File: config.mk
export PLATFORM = sky130hd
export DESIGN_NAME = spi_arb
export DESIGN_NICKNAME = d
export VERILOG_FILES = /design/src/rtl/spi_arb_pkg.sv /design/src/rtl/spi_arb_rr_arbiter.sv /design/src/rtl/spi_arb.sv
export SDC_FILE = /design/constraint.sdc
export NUM_CORES = 1
export LEC_CHECK = 0
export ABC_CLOCK_PERIOD_IN_PS = 1600
export CORE_MARGIN = 8
export CORE_UTILIZATION = 39
export DETAILED_ROUTE_END_ITERATION = 7
export PLACE_DENSITY = 0.77
export SLEW_MARGIN = 20
export SYNTH_ARGS = -nofsm -noshare
export SYNTH_HDL_FRONTEND = slang
export SYNTH_SLANG_ARGS = --single-unit
File: constraint.sdc
create_clock -name clk -period 1.6 [get_ports clk]
set_clock_uncertainty 0.05 [all_clocks]
set_input_delay 0.16 -clock clk [delete_from_list [all_inputs] [get_ports clk]]
set_output_delay 0.16 -clock clk [all_outputs]
set_load 0.01 [all_outputs]
File: src/rtl/spi_arb_pkg.sv
// Shared types and widths for the SPI master arbiter/sequencer.
package spi_arb_pkg;

   localparam int unsigned SPI_CMD_W = 16;
   localparam int unsigned SPI_RD_W  = 16;

   typedef enum logic [1:0] {
      IDLE   = 2'd0,
      LAUNCH = 2'd1,
      BUSY   = 2'd2,
      GAP    = 2'd3
   } state_t;

endpackage : spi_arb_pkg

File: src/rtl/spi_arb_rr_arbiter.sv
// Round-robin request picker (purely combinational).
// Scans req starting at ptr, wrapping modulo N_REQ, and returns the first set
// request as a one-hot vector plus its index.
//   req     in   N_REQ  request levels
//   ptr     in   OW     index with highest priority this round
//   gnt_vec out  N_REQ  one-hot winner (all zero if no request)
//   any     out  1      at least one request present
//   idx     out  OW     index of the winner (0 if none)
module spi_arb_rr_arbiter #(
   parameter int unsigned N_REQ = 2,
   parameter int unsigned OW    = $clog2(N_REQ)
) (
   input  logic [N_REQ-1:0] req,
   input  logic [OW-1:0]    ptr,
   output logic [N_REQ-1:0] gnt_vec,
   output logic             any,
   output logic [OW-1:0]    idx
);

   logic [OW-1:0] cand;

   // First set request at ptr, ptr+1, ... (mod N_REQ) wins.
   always_comb begin
      gnt_vec = '0;
      any     = 1'b0;
      idx     = '0;
      cand    = '0;
      for (int unsigned i = 0; i < N_REQ; i++) begin
         cand = OW'((32'(ptr) + i) % N_REQ);
         if (!any && req[cand]) begin
            any           = 1'b1;
            idx           = cand;
            gnt_vec[cand] = 1'b1;
         end
      end
   end

endmodule : spi_arb_rr_arbiter

File: src/rtl/spi_arb.sv
// Round-robin arbiter/sequencer sharing one 16-bit SPI master among N_REQ
// requesters. Latches the winner's command, launches one master transaction,
// routes the master chip select to the owner, returns read data with a done
// pulse, enforces an inter-frame gap and aborts hung transactions.
//   clk, rst        clock, synchronous active-high reset
//   req, cmd_in     per-requester request level and 16-bit command slice
//   gnt, done, err  one-hot 1-clk pulses: granted / completed / timed out
//   rd_data         last completed read data (held)
//   busy            high in every state but IDLE
//   ss_n            per-requester chip selects
//   mstr_*          connection to the shared SPI master
module spi_arb
   import spi_arb_pkg::*;
#(
   parameter int unsigned N_REQ       = 2,
   parameter int unsigned GAP_CYC     = 2,
   parameter int unsigned TIMEOUT_CYC = 4096
) (
   input  logic                       clk,
   input  logic                       rst,
   input  logic [N_REQ-1:0]           req,
   input  logic [SPI_CMD_W*N_REQ-1:0] cmd_in,
   output logic [N_REQ-1:0]           gnt,
   output logic [N_REQ-1:0]           done,
   output logic [N_REQ-1:0]           err,
   output logic [SPI_RD_W-1:0]        rd_data,
   output logic                       busy,
   output logic [N_REQ-1:0]           ss_n,
   output logic                       mstr_wrt,
   output logic [SPI_CMD_W-1:0]       mstr_cmd,
   input  logic                       mstr_done,
   input  logic [SPI_RD_W-1:0]        mstr_rd,
   input  logic                       mstr_ss_n
);

   localparam int unsigned OW = $clog2(N_REQ);
   localparam int unsigned GW = $clog2(GAP_CYC + 1);
   localparam int unsigned WW = $clog2(TIMEOUT_CYC);

   localparam logic [OW-1:0] OWNER_LAST = OW'(N_REQ - 1);
   localparam logic [GW-1:0] GAP_LAST   = GW'(GAP_CYC - 1);
   localparam logic [WW-1:0] WD_LAST    = WW'(TIMEOUT_CYC - 1);

   state_t            state;
   state_t            state_nxt;
   logic [OW-1:0]     ptr;
   logic [OW-1:0]     owner;
   logic [OW-1:0]     ptr_after_owner;
   logic [GW-1:0]     gap_cnt;
   logic [WW-1:0]     wd_cnt;
   logic              wd_expired;

   logic [N_REQ-1:0]  arb_gnt;
   logic              arb_any;
   logic [OW-1:0]     arb_idx;

   spi_arb_rr_arbiter #(
      .N_REQ (N_REQ),
      .OW    (OW)
   ) u_rr (
      .req     (req),
      .ptr     (ptr),
      .gnt_vec (arb_gnt),
      .any     (arb_any),
      .idx     (arb_idx)
   );

   assign ptr_after_owner = (owner == OWNER_LAST) ? '0 : owner + OW'(1);
   assign wd_expired      = (wd_cnt == WD_LAST);
   assign busy            = (state != IDLE);

   // Next state and per-cycle pulses; pulses are suppressed while in reset.
   always_comb begin
      state_nxt = state;
      gnt       = '0;
      done      = '0;
      err       = '0;
      mstr_wrt  = 1'b0;
      unique case (state)
         IDLE: begin
            if (arb_any) begin
               gnt       = arb_gnt;
               state_nxt = LAUNCH;
            end
         end
         LAUNCH: begin
            mstr_wrt  = 1'b1;
            state_nxt = BUSY;
         end
         BUSY: begin
            // Completion takes precedence so done and err never coincide.
            if (mstr_done) begin
               done[owner] = 1'b1;
               state_nxt   = GAP;
            end else if (wd_expired) begin
               err[owner] = 1'b1;
               state_nxt  = GAP;
            end
         end
         GAP: begin
            if (gap_cnt == GAP_LAST) begin
               state_nxt = IDLE;
            end
         end
         default: state_nxt = IDLE;
      endcase
      if (rst) begin
         gnt      = '0;
         done     = '0;
         err      = '0;
         mstr_wrt = 1'b0;
      end
   end

   // State register, owner/command capture, counters and read-data hold.
   always_ff @(posedge clk) begin
      if (rst) begin
         state    <= IDLE;
         ptr      <= '0;
         owner    <= '0;
         mstr_cmd <= '0;
         rd_data  <= '0;
         gap_cnt  <= '0;
         wd_cnt   <= '0;
      end else begin
         state <= state_nxt;
         unique case (state)
            IDLE: begin
               if (arb_any) begin
                  owner    <= arb_idx;
                  mstr_cmd <= cmd_in[SPI_CMD_W*32'(arb_idx) +: SPI_CMD_W];
               end
            end
            LAUNCH: begin
               wd_cnt  <= '0;
               gap_cnt <= '0;
            end
            BUSY: begin
               if (mstr_done) begin
                  rd_data <= mstr_rd;
                  ptr     <= ptr_after_owner;
               end else if (wd_expired) begin
                  ptr <= ptr_after_owner;
               end else if (wd_cnt != '1) begin
                  wd_cnt <= wd_cnt + WW'(1);
               end
            end
            GAP: begin
               gap_cnt <= gap_cnt + GW'(1);
            end
            default: ;
         endcase
      end
   end

   // Only the owner sees the master chip select, and only mid-transaction.
   always_comb begin
      ss_n = '1;
      if (state == LAUNCH || state == BUSY) begin
         ss_n[owner] = mstr_ss_n;
      end
   end

endmodule : spi_arb

[Yosys cells after proc, flatten, opt, wreduce, memory -nomap -nowiden]
Index checks and enable logic that the tools add are counted.
Storage, ports and cells
  word-level logic and storage cells: 91
  register bits after elaboration: 50
  input bits: 54
  output and inout bits: 42
Operators by class
  reduce and logical (&&, ||, !) cells: 16
  add/subtract/negate cells: 4
  multiplexer cells: 42
  shift operators: 1
  equal/unequal tests: 12
  $lt $le $gt $ge: 6
  bitwise gates (word level): 3
Operators with widths (number)
  $mux 12: 3
  $mux 2: 17
  $shiftx 32x6->16: 1
  $pmux 12 s2: 1
  $mux 1: 16
  $add 12x1->12 const B: 1
  $eq 12x12->1 const B: 1
  $ne 12x12->1 const B: 1
  $ne 2x2->1 const B: 5
  $pmux 2 s4: 1
  $reduce_bool 2->1: 4
  $lt 1x2->1 const B: 3
  $reduce_and 2->1: 3
  $eq 2x1->1 const B: 2
  $eq 2x2->1 const B: 2
  $logic_and 1x1->1: 4
  $or 2x2->2: 2
  $pmux 2 s2: 1
  $reduce_and 4->1: 1
  $demux 1 s1: 3
  $ge 1x1->1 const B: 3
  $ne 3x3->1 const B: 1
  $reduce_and 3->1: 1
  $add 1x1->1 const B: 2
  other kinds (5): 5

[Logic depth before layout (Yosys ltp)]
  word-level depth: 10
  depth in mapped cells: 8
  gate-level depth less buffers: 6

[By module]
A second synthesis with hierarchy kept.
Second synthesis, totals
  cell total of the unflattened synthesis: 273
  area, all modules: 2358.5 um^2
Modules (own cells, without submodules)
  spi_arb: area each 2326.0 um^2, cells an instance 268, times used 1, seq. area each 1001.0 um^2
  spi_arb_rr_arbiter: area each 32.5 um^2, cells an instance 5, times used 1, seq. area each 0.0 um^2

[Worst setup path before layout]
No wires, ideal clock.
  path type: flip-flop to flip-flop
  from: reg state[0]
  to: reg wd_cnt[3]
  period minus slack after synthesis: 1650 ps
  path slack: -50 ps
  library setup time: 117 ps
  buffers on the path: 2
  data arrival time: 1483 ps
  data required time: 1433 ps
  stages on the path, launching flop included: 9
  cell sequence: dfxtp_1 -> inv_1 -> ha_1 -> buf_4 -> and2b_2 -> o41ai_4 -> buf_6 -> a21oi_1 -> o22a_1
On the way
  cells in the longest elaborated chain, start to end: 3
  elaborated cells between the ends (all ways): 8
  classes of those cells: eq/ne (5); mux (1); reduce/logical (2)
RTL lines
  start: declaration: RTL line spi_arb.sv:44  | state_t state;
  start signal: assignment: RTL line spi_arb.sv:126  | state <= state_nxt;
  $eq 2x2->1 or $eq 2x1->1 (tied branches): RTL line spi_arb.sv:127  | unique case (state)
  $ne 2x2->1 (no source line) or $reduce_bool 2->1 (tied branches)
  $reduce_and 4->1 (no source line)
  end signal: assignment: RTL line spi_arb.sv:145  | wd_cnt <= wd_cnt + WW'(1);
  end: declaration: RTL line spi_arb.sv:50  | logic [WW-1:0] wd_cnt;
Several ways; a longest one is shown, not always the timed one.
A chain may end at the register's enable or synchronous reset.

[Worst setup path in the final report]
  from: reg wd_cnt[1]
  to: reg wd_cnt[2]
On the way
  cells in the longest elaborated chain, start to end: 5
  elaborated cells between the ends (all ways): 10
  classes of those cells: add/sub (1); eq/ne (4); mux (4); reduce/logical (1)
RTL lines
  $add 12x1->12: RTL line spi_arb.sv:145
  $mux 12: RTL line spi_arb.sv:144  | end else if (wd_cnt != '1) begin
  $mux 12: RTL line spi_arb.sv:142  | end else if (wd_expired) begin
  $mux 12: RTL line spi_arb.sv:139  | if (mstr_done) begin
  $pmux 12 s2: RTL line spi_arb.sv:127
Several ways; a longest one is shown, not always the timed one. The select of a mux whose other input is x is not followed.

==> impl_metrics.prom <==
# TYPE chip_impl_metric gauge
chip_impl_info{name="outcome",value="finished with violations"} 1
chip_impl_info{name="violations",value="negative setup slack"} 1
chip_impl_metric{name="post-route-util",unit=""} 0.6824
chip_impl_metric{name="antenna_found_initial",unit=""} 0
chip_impl_metric{name="finalNetCount",unit=""} 485
chip_impl_metric{name="place_congestion",unit=""} 0.8682
chip_impl_metric{name="actual_transition_at_the_worst_max_transition_pin",unit="ns"} 0.3731
chip_impl_metric{name="worst_ep_required_time",unit="ns"} 1.79
chip_impl_metric{name="finalHoldWorstSlack",unit="ns"} 0.2139
chip_impl_metric{name="cp_max_fo",unit=""} 5
chip_impl_metric{name="synth-async-reset-ratio",unit=""} 0
chip_impl_metric{name="synth_cells",unit=""} 281
chip_impl_metric{name="fp.dieArea",unit="sq um"} 9074
chip_impl_metric{name="chipHeight",unit="um"} 95.26
chip_impl_metric{name="grt.total_usage",unit=""} 0.1693
chip_impl_info{name="root_cell_of_the_clock_tree",value="clkbuf_8"} 1
chip_impl_metric{name="post_route_design_area",unit="sq um"} 4234
chip_impl_info{name="synth_top_cells_by_area",value="dfxtp_1 (41%), mux2i_1 (7.4%), nand2_1 (6.1%)"} 1
chip_impl_info{name="yosysMostFrequentCell",value="dfxtp_1"} 1
chip_impl_metric{name="cts-htree-levels",unit=""} 2
chip_impl_metric{name="globalRoute.totalOverflow",unit=""} 0
chip_impl_metric{name="row_count",unit=""} 29
chip_impl_metric{name="first_iter_violations",unit=""} 91
chip_impl_metric{name="cts_max_path_buffers",unit=""} 2
chip_impl_metric{name="wl_per_cell",unit="um"} 16.47
chip_impl_metric{name="coreArea",unit="sq um"} 6205
chip_impl_metric{name="yosys_warnings",unit=""} 0
chip_impl_metric{name="finalWorstPathRequiredPeriod",unit="ns"} 1.696
chip_impl_metric{name="dpl_cell_area",unit="sq um"} 3796
chip_impl_metric{name="cts.reportedPaths.clkPinSlew",unit="ns"} 0.09
chip_impl_info{name="crit_path_start_kind",value="flop"} 1
chip_impl_metric{name="clock_latency",unit="ns"} 0.31
chip_impl_metric{name="grt_pass1_wl",unit="um"} 12050
chip_impl_info{name="synth_top_family_by_area",value="simple AND/OR/NAND/NOR gates"} 1
chip_impl_metric{name="areaGrowthSynthToFinish",unit="%"} 72.83
chip_impl_metric{name="maximum_number_of_pins_on_one_net_before_global_route_repair",unit=""} 34
chip_impl_metric{name="timing.final.setup_violations",unit=""} 14
chip_impl_metric{name="power_density",unit="nW/um^2"} 1142
chip_impl_info{name="holdCritPathClass",value="input pin to flop"} 1
chip_impl_metric{name="routed_via_density",unit=""} 5.156
chip_impl_metric{name="mappedNetlistArea",unit="sq um"} 2450
chip_impl_metric{name="irDropWorstVdd",unit="V"} 0.0008106
chip_impl_metric{name="yosys_register_bits",unit=""} 50
chip_impl_info{name="postSynth.topFlopCell",value="dfxtp_1"} 1
chip_impl_metric{name="wirelength",unit="um"} 8252
chip_impl_metric{name="maximum_achievable_frequency",unit="MHz"} 589.5
chip_impl_info{name="ys_top_cells_by_count",value="dfxtp_1 (50), nand2_1 (40), nor2_1 (28)"} 1
chip_impl_info{name="synth_area_leader_cell",value="dfxtp_1"} 1
chip_impl_metric{name="report.final.slew_viol_count",unit=""} 0
chip_impl_metric{name="detailedRoute.firstPassIterationCount",unit=""} 4
chip_impl_metric{name="cap_viol_max_count",unit=""} 0
chip_impl_metric{name="leakage",unit="uW"} 0.001696
chip_impl_metric{name="dp.final_hpwl",unit="um"} 5896
chip_impl_metric{name="yosys.area_share.xor_xnor",unit=""} 0
chip_impl_metric{name="synth_compound_area_frac",unit=""} 0.1931
chip_impl_metric{name="critPathArrivalTime",unit="ns"} 1.89
chip_impl_metric{name="floorplan.io_pins",unit=""} 96
chip_impl_metric{name="setup_ws",unit="ns"} -0.09630
chip_impl_metric{name="die_x",unit="um"} 95.26
chip_impl_info{name="unrepaired_setup_endpoints_after_global_routing",value="yes"} 1
chip_impl_metric{name="post-route-drc-count",unit=""} 0
chip_impl_metric{name="initial_core_util",unit=""} 0.3948
chip_impl_metric{name="postRouteAntennaNets",unit=""} 0
chip_impl_metric{name="cts_inserted_buffers",unit=""} 5
chip_impl_metric{name="finalHoldViolCount",unit=""} 0
chip_impl_metric{name="yosysTopAreaCellShare",unit=""} 0.4086
chip_impl_metric{name="first_global_vias",unit=""} 2550
chip_impl_metric{name="drive_above_1_share",unit=""} 0.3231
chip_impl_metric{name="synth-edff-count",unit=""} 0
chip_impl_metric{name="via_count_of_the_routed_design",unit=""} 2583
chip_impl_metric{name="n_antenna_cell",unit=""} 0
chip_impl_metric{name="yosys.cell_types.count",unit=""} 51
chip_impl_metric{name="ctsHoldBuffers",unit=""} 0
chip_impl_metric{name="synth_simple_gate_area_share",unit=""} 0.2314
chip_impl_metric{name="timing.max_slew.rel_slack",unit=""} 0.7493
chip_impl_info{name="critPathCaptureType",value="flop"} 1
chip_impl_info{name="timing_worst_setup_path_type",value="flop to flop"} 1
chip_impl_metric{name="synth_fp_nets",unit=""} 342
chip_impl_metric{name="final.setup.tns",unit="ns"} -0.8704
chip_impl_metric{name="cts_num_sinks",unit=""} 50
chip_impl_metric{name="post_synth.cell_area_avg",unit="sq um"} 8.718
chip_impl_info{name="tritoncts",value="done"} 1
chip_impl_metric{name="synth_adder_area_share",unit=""} 0.03575
chip_impl_metric{name="post_synth_mux_area_share",unit=""} 0.07814
chip_impl_metric{name="synth_seq_area_share",unit=""} 0.4086
chip_impl_metric{name="finalCritPeriodShare",unit=""} 1.060
chip_impl_metric{name="io_buffers",unit=""} 95
==> path summary, 6_finish.rpt <==
check	slack [ns]	depth (start not counted)	end	startpoint
worst min register to register	0.41	2	rd_data[1]$_SDFFE_PP0P_	rd_data[1]$_SDFFE_PP0P_
worst min-delay path	0.21	3	wd_cnt[4]$_SDFFE_PP0P_	rst
worst max-delay path	-0.1	8	wd_cnt[2]$_SDFFE_PP0P_	wd_cnt[1]$_SDFFE_PP0P_
worst max register to register	-0.1	8	wd_cnt[2]$_SDFFE_PP0P_	wd_cnt[1]$_SDFFE_PP0P_
==> flip-flops by register name, summed over array words and instances (netlist names) <==
register / flops
state: 2
gap_cnt: 2
wd_cnt: 12
rd_data: 16
mstr_cmd: 16
owner: 1
ptr: 1
==> stage by stage <==
| stage | instances | setup WS [ns] | power (uW) |
|---|---|---|---|
| after floorplan | 281 | 0.002099 | 2594 |
| after global placement | 484 | -0.4787 | 3724 |
| after detailed placement | 484 | -0.4979 | 3796 |
| after CTS | 496 | -0.2182 | 4646 |
| after global routing | 501 | -0.1868 | 5127 |
| final | 501 | -0.09630 | 4835 |
==> cell type report <==
class / instances / area, sq um
sequential: 50 / 1021
inverter: 9 / 38.79
tap: 77 / 96.34
timing repair buffer: 152 / 1406
multi-input combinational: 206 / 1592
clock buffer: 6 / 72.57
fill: 444 / 1971
clock inverter: 1 / 7.507
==> layer usage <==
| metal | up-vias | wire (um) | GRT usage |
|---|---|---|---|
| li1 | 1282 | - | - |
| met1 | 1232 | 3184 | 0.1917 |
| met2 | 55 | 4512 | 0.2888 |
| met3 | 14 | 349 | 0.04646 |
| met4 | 0 | 206 | 0.07932 |
| met5 | - | 0 | 0 |
==> worst max-delay path, cell delays in order, from the launching register on <==
cell and delay [ns]:
dfxtp_2 0.37, ha_4 0.15, nand3_4 0.08, buf_6 0.14
o41ai_4 0.30, buf_4 0.22, buf_6 0.12, o21ai_2 0.05
a21oi_2 0.14
==> logic make-up (layout without fill, tap and decap cells) <==
group           count (synthesis)  after routing
simple gates                  113            113
compound gates                 67             67
flops                          50             50
buf+inv                        25            168
mux                            19             19
fa+ha+maj                       7              7
==> layout by cell type, fill, tap and decap left out, types with 3 or more instances in the layout <==
cell type,instances
a211oi_1,15
a211oi_2,3
a21oi_1,21
a21oi_2,7
buf_12,3
buf_2,7
buf_4,47
buf_6,9
clkbuf_8,5
clkdlybuf4s50_1,84
dfxtp_1,38
dfxtp_2,10
ha_1,3
ha_4,4
inv_1,7
mux2i_1,18
nand2_1,38
nand2b_1,5
nand2b_4,3
nand3_1,4
nand3_2,3
nor2_1,26
nor2b_1,4
o22a_1,3
==> repair_timing <==
action,4_1_cts,5_1_grt
cloned,0,0
setup buffers,5,7
resized for setup,60,56
endpoints found under the setup margin,24,25
endpoints found under the hold margin,0,0
pin swaps,6,23
==> where the power goes <==
part | internal, uW | switching, uW | total, uW
combinational | 1340 | 1180 | 2520
sequential | 1470 | 135 | 1610
clock | 300 | 412 | 712
No activity file was read; power rests on OpenSTA's default activity.
==> RTL change: new RTL, same settings <==
Change the package constant `SPI_CMD_W` from 16 to 12.
--- a/src/rtl/spi_arb_pkg.sv
+++ b/src/rtl/spi_arb_pkg.sv
@@ -1,7 +1,7 @@
 // Shared types and widths for the SPI master arbiter/sequencer.
 package spi_arb_pkg;
 
-   localparam int unsigned SPI_CMD_W = 16;
+   localparam int unsigned SPI_CMD_W = 12;
    localparam int unsigned SPI_RD_W  = 16;
 
    typedef enum logic [1:0] {
Ports: changed (resized cmd_in and mstr_cmd); port bits go from 96 to 84. No check against the original RTL was run, so the function may have changed too.
==> RTL change against the original RTL <==
- the flow still finishes with violations (negative setup slack)
- setup slack got worse by 120 ps
- sequential power is 12% lower
- count of clock-buffer cells in the layout decreased by 1
- cell count shrank 10%
- synthesized cell count is 9.6% lower
- routed wire length fell by 15%
- clock power increased by 26%
- power is 14% lower
- design area shrank 12%
- area after synthesis shrank 10%
- fmax decreased by 6.5%
- sequential cell count down 4
- hold slack worse by 19 ps
- critical path type is now register to primary output
- critical endpoint is now err[1]
- largest power group unchanged
==> RTL change: results <==
[run_status]
status = "complete, but fails checks"
failed_checks = "negative setup slack"

[place]
place_ws_ps = -346.3
dpl.hpwl_um = 4942
placed_area_sq_um = 3381
place_congestion = 0.8027
port_buffers = 83
dp.cells = 435

[grt]
track_usage_pct = 15.90
grt_use_met1_pct = 18.84
use_met3_pct = 4.444
met2_usage_pct = 26.90
grt_max_degree = 26
grt_pass1_wl_um = 11050

[detailed_routing]
initialDrtViolationCount = 85
viasPerCell = 5.177
wl_per_cell_um = 15.63
wirelength_um = 7047
wl_met3_um = 434
met2WireLength_um = 3544

[cts]
cts_setup_buffers = 6
ctsResizeCount = 58

[yosys]
ys_types = 48
syn_inst = 254
syn-num-nets = 307
synth_area_leaders = "dfxtp_1, nand2_1, mux2i_1"

[finish]
fill_cells = 455
nets = 431
drive_above_1_share_pct = 29.02

[timing]
finalSetupViolCount = 11
tns_ps = -1090
setup_ws_ps = -213.5
tightest_slew_ps = 333.1

[power]
p_leak_nw = 1.493
ir_drop_mv = 0.5720

[setup_path]
crit_fanout = 2
timing.rr.end = "wd_cnt[3]"
worstRegToRegCells = 6

[worst_hold_path]
min_to = "ptr"
min_from = "rst"
-- RTL change: cell types whose count changed after synthesis, moves of 3 or more --
cell,change
a21oi_1,-8
nor2_1,-7
a211oi_1,-5
dfxtp_1,-4
nand2b_1,-4
o31ai_1,+4
buf_2,+3
mux2i_1,-3
nand3_1,+3
o22a_1,-3
-- RTL change: final cells by class --
cell class                 count  area share (%)
clock inverter                 3           1.179
tap                           72           2.426
timing repair buffer         132           31.97
sequential                    46           24.93
inverter                       8          0.8760
multi-input combinational    185           36.76
clock buffer                   5           1.853
-- RTL change: cells by family (layout without fill, tap and decap cells) --
group / after synthesis / after routing / share of synthesized area, %
AO/OA/AOI/OAI: 56 / 56 / 17.68
adder cells (fa/ha/maj): 7 / 7 / 3.979
buffers and inverters: 23 / 148 / 4.662
flip-flops: 46 / 46 / 41.84
multiplexers: 16 / 16 / 7.333
AND/OR/NAND/NOR: 106 / 106 / 24.50
-- RTL change: report_power, final --
part | switching (mW) | internal [mW] | total (mW)
Combinational | 0.870 | 0.970 | 1.84
Clock | 0.426 | 0.469 | 0.894
Sequential | 0.0965 | 1.33 | 1.42
Total | 1.39 | 2.76 | 4.16
-- RTL change: worst max-delay path: cells and delay by family, from the launching register on --
kind	cells	cell delay, ps
simple gates	4	560
flops	1	360
buf+inv	2	240
fa+ha+maj	1	130
-- RTL change: worst max path at each step --
stage / from / to / slack [ps] / cells after the start
2_1_floorplan: state[0] / wd_cnt[7] / 1 / 8
6_report: wd_cnt[1] / err[1] / -210 / 7
3_3_place_gp: mstr_done / err[0] / -290 / 5
4_1_cts: wd_cnt[1] / err[1] / -260 / 7
5_1_grt: wd_cnt[1] / err[1] / -340 / 7
3_5_place_dp: mstr_done / err[0] / -350 / 5
